`src/rtl/counter_sequencer.sv`:
```
// Button-driven run/step/load sequencer for a counter cascade, with rate divider and page pointer.
// Define COUNTER_SEQUENCER_STOP_ON_WRAP_EN to make a wrap event in RUN drop back to STOP.

module counter_sequencer_db #(
  parameter int DEBOUNCE_MS = 20
) (
  input  logic clk,
  input  logic rst,
  input  logic ce1ms,
  input  logic btn,
  output logic press
);
  localparam int CW = $clog2(DEBOUNCE_MS + 1);

  logic [1:0]    sync;
  logic          deb, deb_q;
  logic [CW-1:0] cnt;

  // cnt tracks consecutive ticks on which the synchronised level disagreed with deb
  always_ff @(posedge clk or negedge rst) begin
    if (!rst) begin
      sync  <= '0;
      deb   <= 1'b0;
      deb_q <= 1'b0;
      cnt   <= '0;
    end else begin
      sync  <= {sync[0], btn};
      deb_q <= deb;
      if (ce1ms) begin
        if (sync[1] == deb) cnt <= '0;
        else if (cnt == CW'(DEBOUNCE_MS - 1)) begin
          deb <= sync[1];
          cnt <= '0;
        end else cnt <= cnt + 1'b1;
      end
    end
  end

  assign press = deb & ~deb_q;
endmodule

module counter_sequencer #(
  parameter int DEBOUNCE_MS = 20,
  parameter int RATE_DIV    = 25,
  parameter int PAGE_MS     = 1000
) (
  input  logic       clk,
  input  logic       rst,
  input  logic       ce1ms,
  input  logic       btn_run,
  input  logic       btn_step,
  input  logic       btn_load,
  input  logic       tmod,
  input  logic       cnt_ceo,
  output logic       cnt_ce,
  output logic       cnt_load,
  output logic [1:0] state,
  output logic       ovf,
  output logic [1:0] ptr
);
  localparam int NUM_BTN = 3;

  typedef enum logic [1:0] {STOP = 2'b00, RUN = 2'b01, STEP = 2'b10, LOAD = 2'b11} state_t;

  logic [NUM_BTN-1:0] btn, press;
  state_t             st, nst;
  logic [9:0]         div;
  logic [15:0]        pg;
  logic               p_load, p_run, p_step, wrap, div_hit, run_ce;

  assign btn = {btn_load, btn_run, btn_step};

  for (genvar i = 0; i < NUM_BTN; i++) begin : g_db
    counter_sequencer_db #(.DEBOUNCE_MS(DEBOUNCE_MS)) u_db (
      .clk(clk), .rst(rst), .ce1ms(ce1ms), .btn(btn[i]), .press(press[i])
    );
  end

  assign p_load = press[2];
  assign p_run  = press[1] & ~press[2];
  assign p_step = press[0] & ~press[1] & ~press[2];
  assign wrap   = cnt_ce & cnt_ceo;

  always_ff @(posedge clk or negedge rst) begin
    if (!rst) st <= STOP;
    else      st <= nst;
  end

  always_comb begin
    nst = st;
    unique case (st)
      STOP: begin
        if (p_load)      nst = LOAD;
        else if (p_run)  nst = RUN;
        else if (p_step) nst = STEP;
      end
      RUN: begin
        if (p_load)      nst = LOAD;
        else if (p_run)  nst = STOP;
`ifdef COUNTER_SEQUENCER_STOP_ON_WRAP_EN
        else if (wrap)   nst = STOP;
`endif
      end
      STEP:    nst = STOP;
      LOAD:    nst = STOP;
      default: nst = STOP;
    endcase
  end

  assign div_hit = (div == 10'(RATE_DIV - 1));
  // RUN pulses only while staying in RUN, so cnt_ce never lands in STOP or LOAD
  assign run_ce  = (st == RUN) && (nst == RUN) && ce1ms && (tmod || div_hit);

  always_ff @(posedge clk or negedge rst) begin
    if (!rst) begin
      cnt_ce   <= 1'b0;
      cnt_load <= 1'b0;
      div      <= '0;
      ovf      <= 1'b0;
    end else begin
      cnt_ce   <= (nst == STEP) || run_ce;
      cnt_load <= (nst == LOAD);
      if (st != RUN) begin
        if (nst == RUN) div <= '0;
      end else if (tmod) div <= '0;
      else if (ce1ms) div <= div_hit ? 10'd0 : div + 10'd1;
      if (st == LOAD) ovf <= 1'b0;
      else if (wrap)  ovf <= 1'b1;
    end
  end

  always_ff @(posedge clk or negedge rst) begin
    if (!rst) begin
      pg  <= '0;
      ptr <= '0;
    end else if (ce1ms) begin
      if (pg == 16'(PAGE_MS - 1)) begin
        pg  <= '0;
        ptr <= ptr + 2'd1;
      end else pg <= pg + 16'd1;
    end
  end

  assign state = st;
endmodule

```
`config.mk`:
```
export PLATFORM = sky130hd
export DESIGN_NAME = counter_sequencer
export DESIGN_NICKNAME = d
export VERILOG_FILES = /design/src/rtl/counter_sequencer.sv
export SDC_FILE = /design/constraint.sdc
export NUM_CORES = 1
export LEC_CHECK = 0
export ABC_CLOCK_PERIOD_IN_PS = 3400
export BUFFER_PORTS_ARGS = -buffer_cell sky130_fd_sc_hd__buf_2
export CORE_MARGIN = 4
export CORE_UTILIZATION = 40
export DETAILED_ROUTE_END_ITERATION = 16
export MAX_ROUTING_LAYER = met4
export SYNTH_ARGS = -nofsm -noshare
export SYNTH_HDL_FRONTEND = slang
export SYNTH_SLANG_ARGS = --single-unit
```
`constraint.sdc`:
```
create_clock -name clk -period 3.4 [get_ports clk]
set_clock_uncertainty 0.15 [all_clocks]
set_input_delay 0.34 -clock clk [delete_from_list [all_inputs] [get_ports clk]]
set_output_delay 0.34 -clock clk [all_outputs]
set_load 0.05 [all_outputs]
```
======== Word level (Yosys, flattened, before mapping) ========
Index checks and enable logic that the tools add are counted.
Widths: inputs -> output; s select.
word-level totals
  bits in registers ....................... 60
  output and inout port bits .............. 7
  bits of input ports ..................... 8
operators by class
  $add $sub $neg .......................... 6
  reductions and logical operators ........ 14
  muxes and demuxes ....................... 20
  equal/unequal tests ..................... 16
  bitwise operators ....................... 15
operators by type and width
  operator               number
  $mux 10                5
  $mux 5                 6
  $add 16x1->16 const B  1
  $eq 16x10->1 const B   1
  $mux 16                1
  $add 5x1->5 const B    3
  $eq 5x5->1 const B     3
  $add 10x1->10 const B  1
  $eq 10x5->1 const B    1
  $mux 2                 5
  $reduce_and 3->1       3
  $eq 2x2->1 const B     4
  $not 1->1              8
  $and 1x1->1            7
  $pmux 2 s3             1
  $eq 2x1->1 const B     2
  $reduce_and 2->1       2
  $eq 1x1->1             3
  $logic_and 1x1->1      3
  $reduce_bool 3->1      1
  $add 2x1->2 const B    1
  $logic_not 2->1        1
  $logic_or 1x1->1       2
  $mux 1                 2
  4 further kinds        4

======== Depth between registers and ports, before layout ========
  depth in word-level cells ............... 14
  depth in mapped cells ................... 6
  gate-level depth less buffers ........... 6

======== Hierarchy ========
Synthesis repeated with hierarchy kept, for this count alone.
second synthesis, totals
  cell total of the unflattened synthesis .. 280
  area, all modules ....................... 3032.9 sq um
by module, submodules not included
  module                seq. area each (sq um)  area each (sq um)  times used  cells an instance
  counter_sequencer     825.8                   1767.9             1           172
  counter_sequencer_db  225.2                   421.7              3           36

======== Least setup slack after synthesis ========
No wires, ideal clock.
  kind .................................... flip-flop to flip-flop
  start ................................... reg pg[3]
  end ..................................... reg pg[1]
  path slack .............................. 1520 ps
  stages on the path, launching flop included .. 5
  required time ........................... 3126 ps
  period minus slack after synthesis ...... 1880 ps
  setup time .............................. 124 ps
  data arrival time ....................... 1605 ps
  path through ............................ dfrtp_1 > or4b_4 > or4_4 > nor3_4 > o2bb2ai_1
on the way
  word-level cells in the longest chain between the ends .. 2
ends and longest elaborated chain
  what                      RTL line  RTL
  start: declaration        68        logic [15:0] pg;
  start signal: assignment  140       end else pg <= pg + 16'd1;
  $eq 16x10->1              137       if (pg == 16'(PAGE_MS - 1)) begin
  $mux 16                   137
Every way passes these cells.
A chain may end at the register's enable or synchronous reset.

======== Final worst setup path ========
  start ................................... reg div[0]
  end ..................................... reg div[6]
on the way
  word-level cells in the longest chain between the ends .. 5
  elaborated cells on any way between the ends .. 6
ends and longest elaborated chain
  what                                          RTL line  RTL
  start: declaration                            67        logic [9:0] div;
  start signal: assignment                      126       else if (ce1ms) div <= div_hit ? 10'd0 : div + 10'd1;
  $add 10x1->10 or $eq 10x5->1 (tied branches)  126, 110
  $mux 10 * (2 in series)                       126
  $mux 10 *                                     125       end else if (tmod) div <= '0;
  $mux 10 *                                     123       if (st != RUN) begin
Every way passes the cells marked *; elsewhere a longest branch is shown, timed or not. The select of a mux whose other input is x is not followed.

==> metrics.yaml <==
r2r-end: "div[6]"
tritoncts: "yes"
die_h_um: 93.2
nNetsFinal: 320
synth-main-ff-cell: "dfrtp_1"
grt_first_pass_wirelength_mm: 9.49
irDropWorstVdd_mv: 0.273
maxSlewHeadroom: 0.403
netlist.area_leader.share: 0.517
via_per_inst: 5.27
cts_sinks: 60
n_antenna_cell: 0
r2r_cells: 6
drcViolationCount: 0
cp_slowest_cell: "dfrtp_1"
fmax_mhz: 486
port_buffers: 14
syn_to_final_growth_pct: 16.3
finalHoldViolCount: 0
synth_compound_area_frac: 0.141
place_congestion: 0.813
power_density_nw_per_um2: 654
clock_path_buffers: 2
rsz0062_at_grt: "no"
worstSetupStartpoint: "div[0]"
io_pins: 15
layout-drive-gt1-share: 0.151
core_um2: 6910
grt_usage: 0.142
max_stage_delay_ns: 0.42
fin_area_um2: 3380
hold_path_class: "input port to register"
overflow: 0
r2r_slack_ns: 1.34
synth-seq-area-share: 0.517
wl_mm: 5.50
final-max-slew-violation-count: 0
synth-simple-area-share: 0.219
synth_xor_xnor_area_share: 0.0633
vias: 2145
synth_fa_ha_area_frac: 0.0258
dpl_cell_area_um2: 3090
initial_core_util: 0.421
crit_end: "div[6]"
yosys-top-cells-area: "dfrtp_1, xnor2_1, nand2_1, o21ai_0, nand3_1"
syn-num-nets: 295
min_period_ns: 2.06
dr.pass1.iters: 4
cts_made_buffers: 9
holdWs_ns: 0.125
grt_max_degree: 42
cp_max_fo: 9
row_count: 30
clock_latency_ns: 0.34
cts-resized-gates: 0
cts_setup_buffers: 0
status: "completed"
grt_pass1_vias: 2033
worstMarginPinSlew_ns: 0.895
synth_area_um2: 2910
synthMuxAreaShare: 0.0151
yosysWarningCount: 0
worstPathArrival_ns: 2.13
drt-wirelength-per-cell_um: 13.5
crit_chain: "inv_1, ha_1, nor4b_1, a311oi_2, a211oi_1, o22ai_1"
finalSetupViolCount: 0
die_area_um2: 8690
async_reset_ff_frac: 1.00
place_hpwl_mm: 3.73
netlist.top_cell.by_area: "dfrtp_1"
drtIter0Drc: 93
cp_data_required_time_ns: 3.47
antenna_left: 0
root_buffer: "clkbuf_8"
period_share: 0.605
setup_tns_ns: 0
synth_edf_count: 0
ys_ff_latch: 60
antenna_found_initial: 0
finalPower_uw: 2210
synth_cell_types: 45
critPathCaptureType: "register"
syn_avg_cell_area_um2: 10.3
r2r-start: "div[0]"
clkTransAtPathRegs_ns: 0.07
final-seq-area_um2: 1500
synth_cells: 281
start_kind: "register"
p_leak_uw: 0.00140
drv_cap: 0
n_fill_cell: 656
htree_levels: 3
critPathKind: "register to register"
die_w_um: 93.2
synth_top_family_by_area: "simple AND/OR/NAND/NOR gates"
multiInputGateArea_um2: 1350
## metrics by stage
stage | utilization | worst slack, ns | instances
after global routing | 0.489 | 1.17 | 407
after detailed placement | 0.447 | 1.14 | 387
after CTS | 0.489 | 1.33 | 407
after floorplan | - | 1.52 | 281
final | 0.489 | 1.34 | 407
after global placement | 0.447 | 1.20 | 387
## state kept, by name (all words and copies together) (netlist names)
| signal | count |
|---|---|
| g_db.u_db.sync | 6 |
| cnt_ce | 1 |
| ptr | 2 |
| div | 10 |
| state | 2 |
| pg | 16 |
| g_db.u_db.cnt | 15 |
| cnt_load | 1 |
| g_db.u_db.deb_q | 3 |
| g_db.u_db.deb | 3 |
| ovf | 1 |
## synthesized netlist by cell type (all sizes together) (3+ instances only)
master and instances:
dfrtp 60, nand2 28, o21ai 23, nand3 18, xnor2 15, nor2 13, nand2b 12, o2bb2ai 10
inv 9, nor3 9, a21oi 8, nand4 7, or2 7, ha 6, xor2 6, o31ai 5
clkbuf 4, mux2 3, nor3b 3, o211ai 3, o22ai 3, o311ai 3
## power breakdown
part           internal [uW]  total (uW)  switching (uW)  leakage (uW)
Sequential               820         949             129      0.000798
Combinational            169         458             290      0.000480
Clock                    526         803             277      0.000127
Total                   1510        2210             696       0.00140
## cells in the final DEF (no fill, tap or decap), types with 2 or more instances in the layout
cell type       n
o211ai_1        3
nand2_1        28
nor4b_1         2
nand3_1        18
inv_1           9
dlygate4sd3_1   4
dfrtp_1        60
clkbuf_8       11
buf_4           2
o21ai_0        21
xor2_1          6
nor3_1          8
nor3b_1         3
o31ai_1         5
nand4_1         7
or3_1           2
a22o_1          2
o311ai_0        3
ha_1            6
o21ai_1         2
nand2b_1       12
a22oi_1         2
a21oi_1         8
xnor2_1        15
mux2_2          3
o2bb2ai_1      10
buf_2          14
or2_2           7
nor2_1         13
o22ai_1         3
bufinv_16       3
## worst max-delay path: cells and delay by family, from the launching register on
family                   cells  cell delay [ns]
AND/OR/NAND/NOR              1             0.41
adder cells (fa/ha/maj)      1             0.14
buffers and inverters        1             0.07
flip-flops                   1             0.42
AO/OA/AOI/OAI                3             0.75
## worst min-delay path by stage
stage | slack, ns | startpoint | end | cells past startpoint
2_1_floorplan | -0.11 | rst | cnt_ce | 0
3_3_place_gp | 0.18 | g_db[1].u_db.sync[0] | g_db[1].u_db.sync[1] | 0
3_5_place_dp | 0.18 | g_db[0].u_db.sync[0] | g_db[0].u_db.sync[1] | 0
4_1_cts | 0.11 | cnt_ceo | ovf | 3
5_1_grt | 0.15 | cnt_ceo | ovf | 3
6_report | 0.12 | cnt_ceo | ovf | 3
## layer usage
metal | part of all wire | routed length (um) | track usage
met5 | 0 | 0 | -
met4 | 0.011 | 63 | 0.0537
met3 | 0.042 | 230 | 0.0499
met2 | 0.41 | 2260 | 0.198
met1 | 0.54 | 2950 | 0.191
## layout make-up
class	instances	area share
inverters	9	0.0100
clock inverters	4	0.0281
clock buffers	12	0.0459
well taps	96	0.0356
multi-input cells	206	0.399
flip-flops and latches	60	0.444
repair buffers	20	0.0370
## logic make-up (layout without fill, tap and decap cells)
| group | after synthesis | count (layout) |
|---|---|---|
| AO/OA/AOI/OAI | 62 | 62 |
| multiplexers | 4 | 4 |
| buffers and inverters | 15 | 45 |
| AND/OR/NAND/NOR | 113 | 113 |
| XOR/XNOR | 21 | 21 |
| flip-flops | 60 | 60 |
| adder cells (fa/ha/maj) | 6 | 6 |
## repair_timing
item                                    CTS  global route
hold buffers                              4             0
endpoints found under the setup margin    0             0
endpoints found under the hold margin    11             0
Power figures use the tool's default switching activity.
